$ cat src/rtl/taillight_seq_if.sv
// rtl/taillight_seq_if.sv - state-code input and lamp outputs of the taillight sequencer
// Optional code_err signal exists only when TAIL_ERR_EN is defined.
interface taillight_seq_if;
    logic [2:0] current_state;
    logic [2:0] left_lamps;
    logic [2:0] right_lamps;
`ifdef TAIL_ERR_EN
    logic       code_err;
`endif

    modport master (
        output current_state,
`ifdef TAIL_ERR_EN
        input  code_err,
`endif
        input  left_lamps,
        input  right_lamps
    );

    modport slave (
        input  current_state,
`ifdef TAIL_ERR_EN
        output code_err,
`endif
        output left_lamps,
        output right_lamps
    );
endinterface

$ cat src/rtl/taillight_seq.sv
// rtl/taillight_seq.sv - decodes the turn/brake state code into animated taillight lamps
// Optional TAIL_ERR_EN: sticky code_err flag and fail-safe hazard flashing for code 111.
module taillight_seq #(
    parameter int TICK_DIV = 4
) (
    input  logic              clock,
    input  logic              reset,
    taillight_seq_if.slave    bus
);
    localparam int            CW       = (TICK_DIV > 1) ? $clog2(TICK_DIV) : 1;
    localparam logic [CW-1:0] DIV_LAST = CW'(TICK_DIV - 1);

    localparam logic [2:0] C_IDEL   = 3'b000;
    localparam logic [2:0] C_LEFT   = 3'b001;
    localparam logic [2:0] C_RIGHT  = 3'b010;
    localparam logic [2:0] C_LBREAK = 3'b011;
    localparam logic [2:0] C_RBREAK = 3'b100;
    localparam logic [2:0] C_BREAK  = 3'b101;
    localparam logic [2:0] C_HAZARD = 3'b110;
    localparam logic [2:0] C_ILLEGAL = 3'b111;

    logic [2:0]    r_st_q;
    logic [CW-1:0] r_div_cnt;
    logic [1:0]    r_phase;
    logic [2:0]    r_left;
    logic [2:0]    r_right;

    logic [CW-1:0] w_div_nxt;
    logic [1:0]    w_phase_nxt;
    logic [2:0]    w_left_nxt;
    logic [2:0]    w_right_nxt;
    logic [2:0]    w_seq;
    logic [2:0]    w_flash;

    always_ff @(posedge clock or negedge reset) begin
        if (!reset) begin
            r_st_q    <= C_IDEL;
            r_div_cnt <= '0;
            r_phase   <= '0;
            r_left    <= '0;
            r_right   <= '0;
        end else begin
            r_st_q    <= bus.current_state;
            r_div_cnt <= w_div_nxt;
            r_phase   <= w_phase_nxt;
            r_left    <= w_left_nxt;
            r_right   <= w_right_nxt;
        end
    end

    // Any code change, even between codes sharing a side, restarts the sweep.
    always_comb begin
        w_div_nxt   = r_div_cnt + 1'b1;
        w_phase_nxt = r_phase;
        if (bus.current_state != r_st_q) begin
            w_div_nxt   = '0;
            w_phase_nxt = '0;
        end else if (r_div_cnt == DIV_LAST) begin
            w_div_nxt   = '0;
            w_phase_nxt = r_phase + 2'd1;
        end
    end

    // Decode uses the phase being loaded so lamps track the new code at its sampling edge.
    always_comb begin
        case (w_phase_nxt)
            2'd0:    w_seq = 3'b000;
            2'd1:    w_seq = 3'b001;
            2'd2:    w_seq = 3'b011;
            default: w_seq = 3'b111;
        endcase
        w_flash     = {3{w_phase_nxt[0]}};
        w_left_nxt  = 3'b000;
        w_right_nxt = 3'b000;
        case (bus.current_state)
            C_LEFT:   w_left_nxt = w_seq;
            C_RIGHT:  w_right_nxt = w_seq;
            C_LBREAK: begin
                w_left_nxt  = w_seq;
                w_right_nxt = 3'b111;
            end
            C_RBREAK: begin
                w_left_nxt  = 3'b111;
                w_right_nxt = w_seq;
            end
            C_BREAK: begin
                w_left_nxt  = 3'b111;
                w_right_nxt = 3'b111;
            end
            C_HAZARD: begin
                w_left_nxt  = w_flash;
                w_right_nxt = w_flash;
            end
`ifdef TAIL_ERR_EN
            C_ILLEGAL: begin
                w_left_nxt  = w_flash;
                w_right_nxt = w_flash;
            end
`endif
            default: ;
        endcase
    end

    assign bus.left_lamps  = r_left;
    assign bus.right_lamps = r_right;

`ifdef TAIL_ERR_EN
    logic r_code_err;

    always_ff @(posedge clock or negedge reset) begin
        if (!reset) begin
            r_code_err <= 1'b0;
        end else if (bus.current_state == C_ILLEGAL) begin
            r_code_err <= 1'b1;
        end
    end

    assign bus.code_err = r_code_err;
`endif
endmodule

$ cat src/flat_wrapper.sv
// flat-port wrapper written by rule: the top's interface ports become plain ports
module taillight_seq_flat 
#(
    parameter int TICK_DIV = 4
)
  (clock, reset, bus_current_state, bus_left_lamps, bus_right_lamps);
  taillight_seq_if bus_i ();
  input  logic clock;
  input  logic reset;
  input wire logic [$bits(bus_i.current_state)-1:0] bus_current_state;
  output wire logic [$bits(bus_i.left_lamps)-1:0] bus_left_lamps;
  output wire logic [$bits(bus_i.right_lamps)-1:0] bus_right_lamps;
  assign bus_i.current_state = bus_current_state;
  assign bus_left_lamps = bus_i.left_lamps;
  assign bus_right_lamps = bus_i.right_lamps;
  taillight_seq #(.TICK_DIV(TICK_DIV)) u_core (.clock(clock), .reset(reset), .bus(bus_i));
endmodule
$ cat config.mk
export PLATFORM = sky130hd
export DESIGN_NAME = taillight_seq_flat
export DESIGN_NICKNAME = d
export VERILOG_FILES = /design/src/rtl/taillight_seq_if.sv /design/src/rtl/taillight_seq.sv /design/src/flat_wrapper.sv
export SDC_FILE = /design/constraint.sdc
export NUM_CORES = 1
export LEC_CHECK = 0
export BUFFER_PORTS_ARGS = -buffer_cell sky130_fd_sc_hd__buf_2
export CAP_MARGIN = 20
export CORE_UTILIZATION = 46
export CTS_CLUSTER_DIAMETER = 30
export CTS_CLUSTER_SIZE = 20
export DETAILED_ROUTE_END_ITERATION = 8
export PLACE_DENSITY = 0.76
export SETUP_SLACK_MARGIN = 0.15
export SYNTH_ARGS = -nofsm -noshare
export SYNTH_HDL_FRONTEND = slang
export SYNTH_SLANG_ARGS = --single-unit
$ cat constraint.sdc
create_clock -name clock -period 1.55 [get_ports clock]
set_clock_uncertainty 0.2 [all_clocks]
set_input_delay 0.31 -clock clock [delete_from_list [all_inputs] [get_ports clock]]
set_output_delay 0.31 -clock clock [all_outputs]
set_load 0.05 [all_outputs]
# Word level (Yosys, flattened, before mapping)
# Index checks and enable logic that the tools add are counted.
dict set report op_classes {
  n_addsub 2
  n_reduce_logical 5
  n_eq_ne 10
  muxes 7
}
# operator count
set op_table {}
lappend op_table {{$pmux 3 s3} 3}
lappend op_table {{$eq 3x3->1 const B} 3}
lappend op_table {{$mux 2} 4}
lappend op_table {{$reduce_or 2->1} 4}
lappend op_table {{$eq 3x2->1 const B} 2}
lappend op_table {{$add 2x1->2 const B} 2}
lappend op_table {{$eq 2x2->1 const B} 2}
lappend op_table {{$eq 3x1->1 const B} 1}
lappend op_table {{$ne 3x3->1} 1}
lappend op_table {{$eq 2x1->1 const B} 1}
lappend op_table {{$logic_not 2->1} 1}
dict set report word_totals {
  reg_bits 13
  wordCells 29
  output_inout_bits 6
  inputBits 5
}

# Depth between registers and ports, before layout
# Gate-level depths: netlist of the first run.
dict set report depth {
  word_depth 6
  mapped_depth 5
  mapped_depth_nobuf 5
}

# Worst setup path after synthesis of the first run
# No wires, ideal clock.
dict set report synth_path {
  kind {flip-flop to flip-flop}
  start {register u_core.r_div_cnt[0]}
  end {register u_core.r_right[2] (netlist: u_core.bus.right_lamps[2])}
  t_required_ns 1.227
  setup_time_ns 0.123
  slack_ns -0.134
  path_buffers 0
  period_less_slack_ns 1.684
  arrival_ns 1.361
  path_stages_with_launch 6
  path_cell_list {dfrtp_1 > ha_1 > nand2_1 > xor2_1 > a21oi_1 > o221a_2}
}
dict set report synth_between {
  elab_chain_len 6
  elab_cells_between_ends 8
}
# item line
set synth_lines {}
lappend synth_lines {{from (decl)} taillight_seq.sv:23} ;# logic [CW-1:0] r_div_cnt;
lappend synth_lines {{from (signal assigned)} taillight_seq.sv:44} ;# r_div_cnt <= w_div_nxt;
lappend synth_lines {{$eq 2x2->1 (*)} taillight_seq.sv:58} ;# end else if (r_div_cnt == DIV_LAST) begin
lappend synth_lines {{$mux 2 (*)} taillight_seq.sv:58}
lappend synth_lines {{$mux 2 (*)} taillight_seq.sv:55} ;# if (bus.current_state != r_st_q) begin
lappend synth_lines {{$eq 2x2->1 (tied with other cells)} taillight_seq.sv:66} ;# case (w_phase_nxt)
lappend synth_lines {{$pmux 3 s3} taillight_seq.sv:66}
lappend synth_lines {{$pmux 3 s3 (*)} taillight_seq.sv:75} ;# case (bus.current_state)
lappend synth_lines {{named net u_core.w_right_nxt[2]} taillight_seq.sv:31} ;# logic [2:0] w_right_nxt;
lappend synth_lines {{to (signal assigned)} taillight_seq.sv:47} ;# r_right <= w_right_nxt;
lappend synth_lines {{to (decl)} taillight_seq.sv:26} ;# logic [2:0] r_right;
# The timed path passes the listed nets; every way through them passes the cells marked *.

# Worst setup path after layout of the first run
# Same ends and word-level chain as after synthesis.

==> run_results.csv, run 1 <==
group,metric,value,unit
logic_synthesis,async_flop_share,1.000,
detailed_routing,ant_nets,0,
placement,dpl.cell_count,80,
timing,slew_headroom,0.7831,
layout,drive_gt1_frac,0.5195,
setup_path,cp_slowest_cell,"dfrtp_1",
setup_path,path_class,"reg -> reg",
detailed_routing,wirelength,1.489,mm
floorplanning,die_w,38.43,µm
timing,tns,-573.3,ps
logic_synthesis,yosys_warnings,0,
layout,fill_cells,78,
layout,syn2layout_area_growth,50.20,%
min_path,min_path_type,"in -> reg",
setup_path,slowest_delay,410,ps
logic_synthesis,synth_area_leaders,"dfrtp_1 53%, xnor2_1 4.3%, a21oi_1 3.3%, nand3_1 3.3%, xnor2_2 2.7%",
clock_tree,clockBufferDepth,2,
timing,setup_violations,6,
logic_synthesis,synth_top_area_frac,0.5328,
layout,n_antenna_cell,0,
outcome,status,"finished, violations left",
layout,seqCellArea,325.3,µm²
logic_synthesis,synthDistinctLibCells,25,
global_route,grt_pass1_wl,2.277,mm
floorplanning,core_area,1171,µm²
floorplanning,start_util,0.5214,
logic_synthesis,synth_top_cell_by_area,"dfrtp_1",
logic_synthesis,synthFlopType,"dfrtp_1",
detailed_routing,drt_iter0_drc,21,
power_and_ir_drop,ir_worst_vdd,581.1,µV
layout,instances_no_fill,91,
placement,postPlaceCellArea,747.0,µm²
global_route,antenna_found_initial,0,
flow_run,maxCapViolations,0,
clock_tree,htreeDepth,1,
global_route,overflow,0,
timing,fmax,0.5957,GHz
global_route,grt_usage,0.2466,
clock_tree,cts_root_buf,"clkbuf_4",
detailed_routing,vias_per_cell,5.615,
logic_synthesis,synth_cells,53,
clock_tree,clock_sinks,13,
global_route,grt_max_degree,14,
timing,worst_pin_slew,325.3,ps
timing,period_share,1.083,
logic_synthesis,avgSynthCellArea,11.52,µm²
clock_tree,clock_latency,280,ps
timing,rsz0062_at_grt,"true",
detailed_routing,drcViolationCount,0,
floorplanning,num_rows,12,
min_path,hold_path.startpoint,"bus_current_state[0]",
timing,fin_crit,1679,ps
layout,multi_input_area,374.1,µm²
setup_path,crit_chain,"ha_4, xor2_4, nand4_1, a21oi_1, o221a_2",
floorplanning,die_area,1477,µm²
power_and_ir_drop,p_leak,0.0004203,µW
placement,portBuffers,10,
logic_synthesis,synth_fp_nets,59,
setup_path,worst_r2r_startpoint,"u_core.r_div_cnt[0]",
timing,fin_ws,-128.7,ps
layout,fin_area,917.1,µm²
setup_path,end_kind,"flop",
floorplanning,die_h,38.43,µm
logic_synthesis,yosys-top-cells-count,"13 x dfrtp_1, 4 x a21oi_1, 4 x nand3_1",
placement,dp_hpwl,848.3,µm
global_route,grt_pass1_vias,476,
layout,fin_nets,84,
setup_path,arrival,1710,ps
detailed_routing,vias,511,
clock_tree,tritoncts,"yes",
detailed_routing,wl_per_cell,16.36,µm
logic_synthesis,syn-cell-area,610.6,µm²
placement,gp_congestion,0.8661,
clock_tree,clkTransAtPathRegs,80,ps
setup_path,worstPathRequired,1580,ps
detailed_routing,first_pass_iters,4,
logic_synthesis,yosysMostFrequentCell,"dfrtp_1",
floorplanning,io_pins,11,
clock_tree,cts_buffers,3,
outcome,violations,"negative setup slack",
power_and_ir_drop,p_per_area,787.3,nW/µm²
setup_path,cp_max_fo,4,
timing,hold_violations,0,
timing,slew_viol_final,0,
setup_path,startpoint,"u_core.r_div_cnt[0]",
logic_synthesis,ys_seq_area_frac,0.5328,
logic_synthesis,synth-edff-count,0,
setup_path,cp-start-kind,"flop",
power_and_ir_drop,total_power,722.1,µW
logic_synthesis,ys_ff_latch,13,
-- placed cells by master (no fill, tap or decap), types with 3 or more instances in the layout --
master | synthesis | layout
buf_2 | 0 | 7
buf_4 | 0 | 7
nand3_1 | 4 | 3
dfrtp_1 | 13 | 13
nor2_1 | 3 | 3
clkbuf_4 | 0 | 6
a21oi_1 | 4 | 4
-- per-stage QoR --
step	utilization	hold WS [ps]	worst slack, ps
after CTS	0.7340	97.19	-59.18
after floorplan	-	-185.6	59.62
after global placement	0.6378	3.289	-75.53
final	0.7831	96.30	-128.7
after detailed placement	0.6378	6.153	-96.77
after global routing	0.7831	94.97	-163.9
-- registers in the layout, summed over array words and instances, names as in the netlist --
register and cells:
u_core.bus.right_lamps 3, u_core.r_div_cnt 2, u_core.bus.left_lamps 3, u_core.r_st_q 3, u_core.r_phase 2
-- cell type report --
cell class,count,share of cell area
Clock buffer,4,0.02865
Timing Repair Buffer,21,0.1774
Sequential cell,13,0.3547
Multi-Input combinational cell,36,0.4079
Inverter,3,0.01228
Tap cell,14,0.01910
-- cells by family after synthesis --
logic type | count (synthesis) | synth area share
buf+inv | 4 | 0.03688
flops | 13 | 0.5328
simple gates | 15 | 0.1332
xor+xnor | 6 | 0.1107
compound gates | 14 | 0.1660
fa+ha+maj | 1 | 0.02049
-- final timing paths --
kind                                              to  slack (ps)  cells after the start
max in group asynchronous          u_core.r_phase[0]         700                      2
min reg2reg                      u_core.r_div_cnt[0]         410                      2
max reg2reg                u_core.bus.right_lamps[2]        -130                      5
min                                 u_core.r_st_q[0]         100                      2
max                        u_core.bus.right_lamps[2]        -130                      5
min in group asynchronous  u_core.bus.right_lamps[2]         230                      2
-- layer usage --
layer  share of wire  up-vias  routed length [µm]  GRT usage
met2            0.49       28                 736     0.4449
met1            0.42      241                 623     0.2772
met5               0        -                   0          0
li1                -      236                   -          -
met4           0.029        0                  43     0.1293
met3           0.058        6                  86    0.03488
-- timing repair --
action | 4_1_cts | 5_1_grt
hold buffers | 1 | 0
setup endpoints to repair | 6 | 11
resized for setup | 10 | 6
hold endpoints to repair | 13 | 0
pin swaps | 4 | 2
buffers inserted | 3 | 3
-- power by group --
group	leakage [µW]	internal [µW]	switching [µW]	total [µW]
logic	0.000239	49.8	89.6	139
registers	0.000167	355	7.86	363
clock network	0.0000150	100	120	220
-- worst max-delay path: cells and delay by family, from the launching register on --
| family | cells | cell delay (ps) |
|---|---|---|
| DFF | 1 | 410 |
| adders and majority gates | 1 | 200 |
| AOI/OAI and AO/OA | 2 | 390 |
| and+or+nand+nor | 1 | 250 |
| xor gates and xnor gates | 1 | 180 |
No activity file was read; power rests on OpenSTA's default activity.
==> inputs of run 2 (changes only) <==
--- a/config.mk
+++ b/config.mk
@@ -7,12 +7,14 @@
 export LEC_CHECK = 0
 export BUFFER_PORTS_ARGS = -buffer_cell sky130_fd_sc_hd__buf_2
 export CAP_MARGIN = 20
-export CORE_UTILIZATION = 46
+export CORE_AREA = 2 2 39 41
 export CTS_CLUSTER_DIAMETER = 30
 export CTS_CLUSTER_SIZE = 20
 export DETAILED_ROUTE_END_ITERATION = 8
-export PLACE_DENSITY = 0.76
+export DIE_AREA = 0 0 41 43
+export PLACE_DENSITY = 0.74
 export SETUP_SLACK_MARGIN = 0.15
+export SLEW_MARGIN = 40
 export SYNTH_ARGS = -nofsm -noshare
 export SYNTH_HDL_FRONTEND = slang
 export SYNTH_SLANG_ARGS = --single-unit
==> constraint.sdc (replaced) <==
create_clock -name clock -period 1.9 [get_ports clock]
set_clock_uncertainty 0.2 [all_clocks]
set_input_delay 0.38 -clock clock [delete_from_list [all_inputs] [get_ports clock]]
set_output_delay 0.38 -clock clock [all_outputs]
set_load 0.1 [all_outputs]
==> run 2 against run 1 <==
Against the previous run:
- the flow now finishes without violations
- worst hold slack gained 5.6 ps
- final area shrank 16%
- routed wire length shrank 22%
- global-route usage shrank 8.9 points
- clock power shrank 22%
- critical path depth is the same
- sequential share of layout area grew 6.5 points
- total power shrank 18%
- fmax shrank 0.51%
- combinational power shrank 8%
- sequential cell count is the same
- via count shrank 9.8%
- highest routed layer unchanged
==> run_results.csv, run 2 (synthesized netlist as in run 1, its figures left out) <==
group,metric,value,unit
floorplanning,die_h,43,µm
power_and_ir_drop,ir_worst_vdd,455.5,µV
clock_tree,cts_root_buf,"clkbuf_4",
placement,preCtsSetupSlack,179.1,ps
setup_path,r2r_setup_slack,210,ps
floorplanning,die_area,1763,µm²
setup_path,cp_top_family,"flip-flops",
floorplanning,die_w,41,µm
layout,n_antenna_cell,0,
placement,postPlaceCellArea,676.9,µm²
timing,fmax,0.5926,GHz
global_route,antenna_found_initial,0,
detailed_routing,vias,461,
placement,portBuffers,10,
setup_path,worst_r2r_path_depth,5,
setup_path,arrival,1710,ps
detailed_routing,ant_nets,0,
timing,slew_headroom,0.6784,
floorplanning,start_util,0.4412,
outcome,status,"complete, no violations",
layout,layout_commonest_cell,"dfrtp_1",
clock_tree,clock_sinks,13,
flow_run,maxCapViolations,0,
global_route,grt_pass1_wl,1.835,mm
clock_tree,clockBufferDepth,2,
setup_path,regToRegEndpoint,"u_core.bus.right_lamps[2]",
setup_path,cp_num_buf_inv,0,
timing,slew_viol_final,0,
timing,rsz0062_at_grt,"false",
timing,worst_pin_slew,485.8,ps
floorplanning,num_rows,14,
global_route,grt_usage,0.1580,
layout,fin_area,774.5,µm²
setup_path,startpoint,"u_core.r_div_cnt[0]",
detailed_routing,first_pass_iters,4,
setup_path,critPathCapture,"u_core.bus.right_lamps[2]",
power_and_ir_drop,p_per_area,768.1,nW/µm²
floorplanning,io_pins,11,
setup_path,path_class,"reg -> reg",
timing,period_share,0.8881,
setup_path,cp_max_fo,4,
setup_path,crit_chain,"ha_4, xor2_4, nand4_1, a21oi_1, o221a_2",
setup_path,worst_r2r_startpoint,"u_core.r_div_cnt[0]",
timing,fin_crit,1687,ps
min_path,min_path_type,"in -> reg",
setup_path,cp_slowest_cell,"dfrtp_1",
layout,drive_gt1_frac,0.3662,
placement,dp_hpwl,810.6,µm
global_route,grt_max_degree,14,
clock_tree,htreeDepth,1,
detailed_routing,vias_per_cell,5.299,
detailed_routing,wirelength,1.166,mm
clock_tree,tritoncts,"yes",
power_and_ir_drop,p_leak,0.0003731,µW
global_route,overflow,0,
layout,syn2layout_area_growth,26.84,%
clock_tree,clock_latency,280,ps
timing,tns,0,ps
setup_path,worstPathRequired,1920,ps
clock_tree,clkTransAtPathRegs,80,ps
detailed_routing,drcViolationCount,0,
setup_path,slowest_delay,420,ps
setup_path,critical_path_cell_count,5,
detailed_routing,drt_iter0_drc,7,
timing,hold_violations,0,
clock_tree,cts_buffers,3,
detailed_routing,wl_per_cell,13.40,µm
layout,fill_cells,128,
layout,layout_common_cells,"13 x dfrtp_1, 10 x buf_2, 4 x a21oi_1, 4 x nand3_1, 4 x buf_4",
global_route,grt_pass1_vias,402,
timing,fin_ws,212.6,ps
layout,fin_nets,78,
timing,setup_violations,0,
setup_path,end_kind,"flop",
placement,gp_congestion,0.8854,
power_and_ir_drop,total_power,594.9,µW
floorplanning,core_area,1384,µm²
setup_path,cp-start-kind,"flop",
-- run 2: power by group --
group | switching (µW) | internal, µW | total [µW]
clock | 89.3 | 81.6 | 171
combinational | 97.7 | 30.6 | 128
sequential | 6.12 | 290 | 296
-- run 2: layout make-up --
type / instances / area, µm² / area share
Inverter: 3 / 11.26 / 0.01454
Sequential cell: 13 / 325.3 / 0.4200
Clock buffer: 4 / 26.28 / 0.03393
Multi-Input combinational cell: 36 / 301.5 / 0.3893
Tap cell: 16 / 20.02 / 0.02585
Timing Repair Buffer: 15 / 90.09 / 0.1163
-- run 2: stage by stage --
stage                     utilization  std cells  hold slack [ps]
after floorplan                     -         53           -115.6
after global placement         0.4892         79            69.76
after detailed placement       0.4892         79            75.97
after CTS                      0.5154         84            96.14
after global routing           0.5597         87            90.67
final                          0.5597         87            101.9
-- run 2: how the worst min path moves through the flow --
stage | from | endpoint | slack, ps | cells after the start
after floorplan | reset | u_core.bus.left_lamps[0] | -120 | 0
after global placement | reset | u_core.bus.left_lamps[2] | 70 | 1
after detailed placement | reset | u_core.bus.left_lamps[2] | 80 | 1
after CTS | bus_current_state[0] | u_core.r_st_q[0] | 100 | 1
after global routing | bus_current_state[0] | u_core.r_st_q[0] | 90 | 1
final | bus_current_state[1] | u_core.r_st_q[1] | 100 | 1
-- run 2: what timing repair did --
item                                    CTS  global route
hold endpoints to repair                 13             0
gates resized for setup                   0             5
endpoints found under the setup margin    0             5
setup buffers                             0             3
hold buffers                              1             0
-- run 2: per-layer routing --
layer	track usage	vias to the layer above	routed length [µm]	share of wire
met5	0	-	0	0
met3	0.03141	3	60	0.051
met1	0.2196	213	495	0.42
met2	0.2250	17	586	0.50
met4	0.08000	0	24	0.021
li1	-	228	-	-
-- run 2: worst reg2reg max path, cell delays in order, from the launching register on --
cell     delay (ps)
dfrtp_1         420
ha_4            200
xor2_4          210
nand4_1         220
a21oi_1         180
o221a_2         210
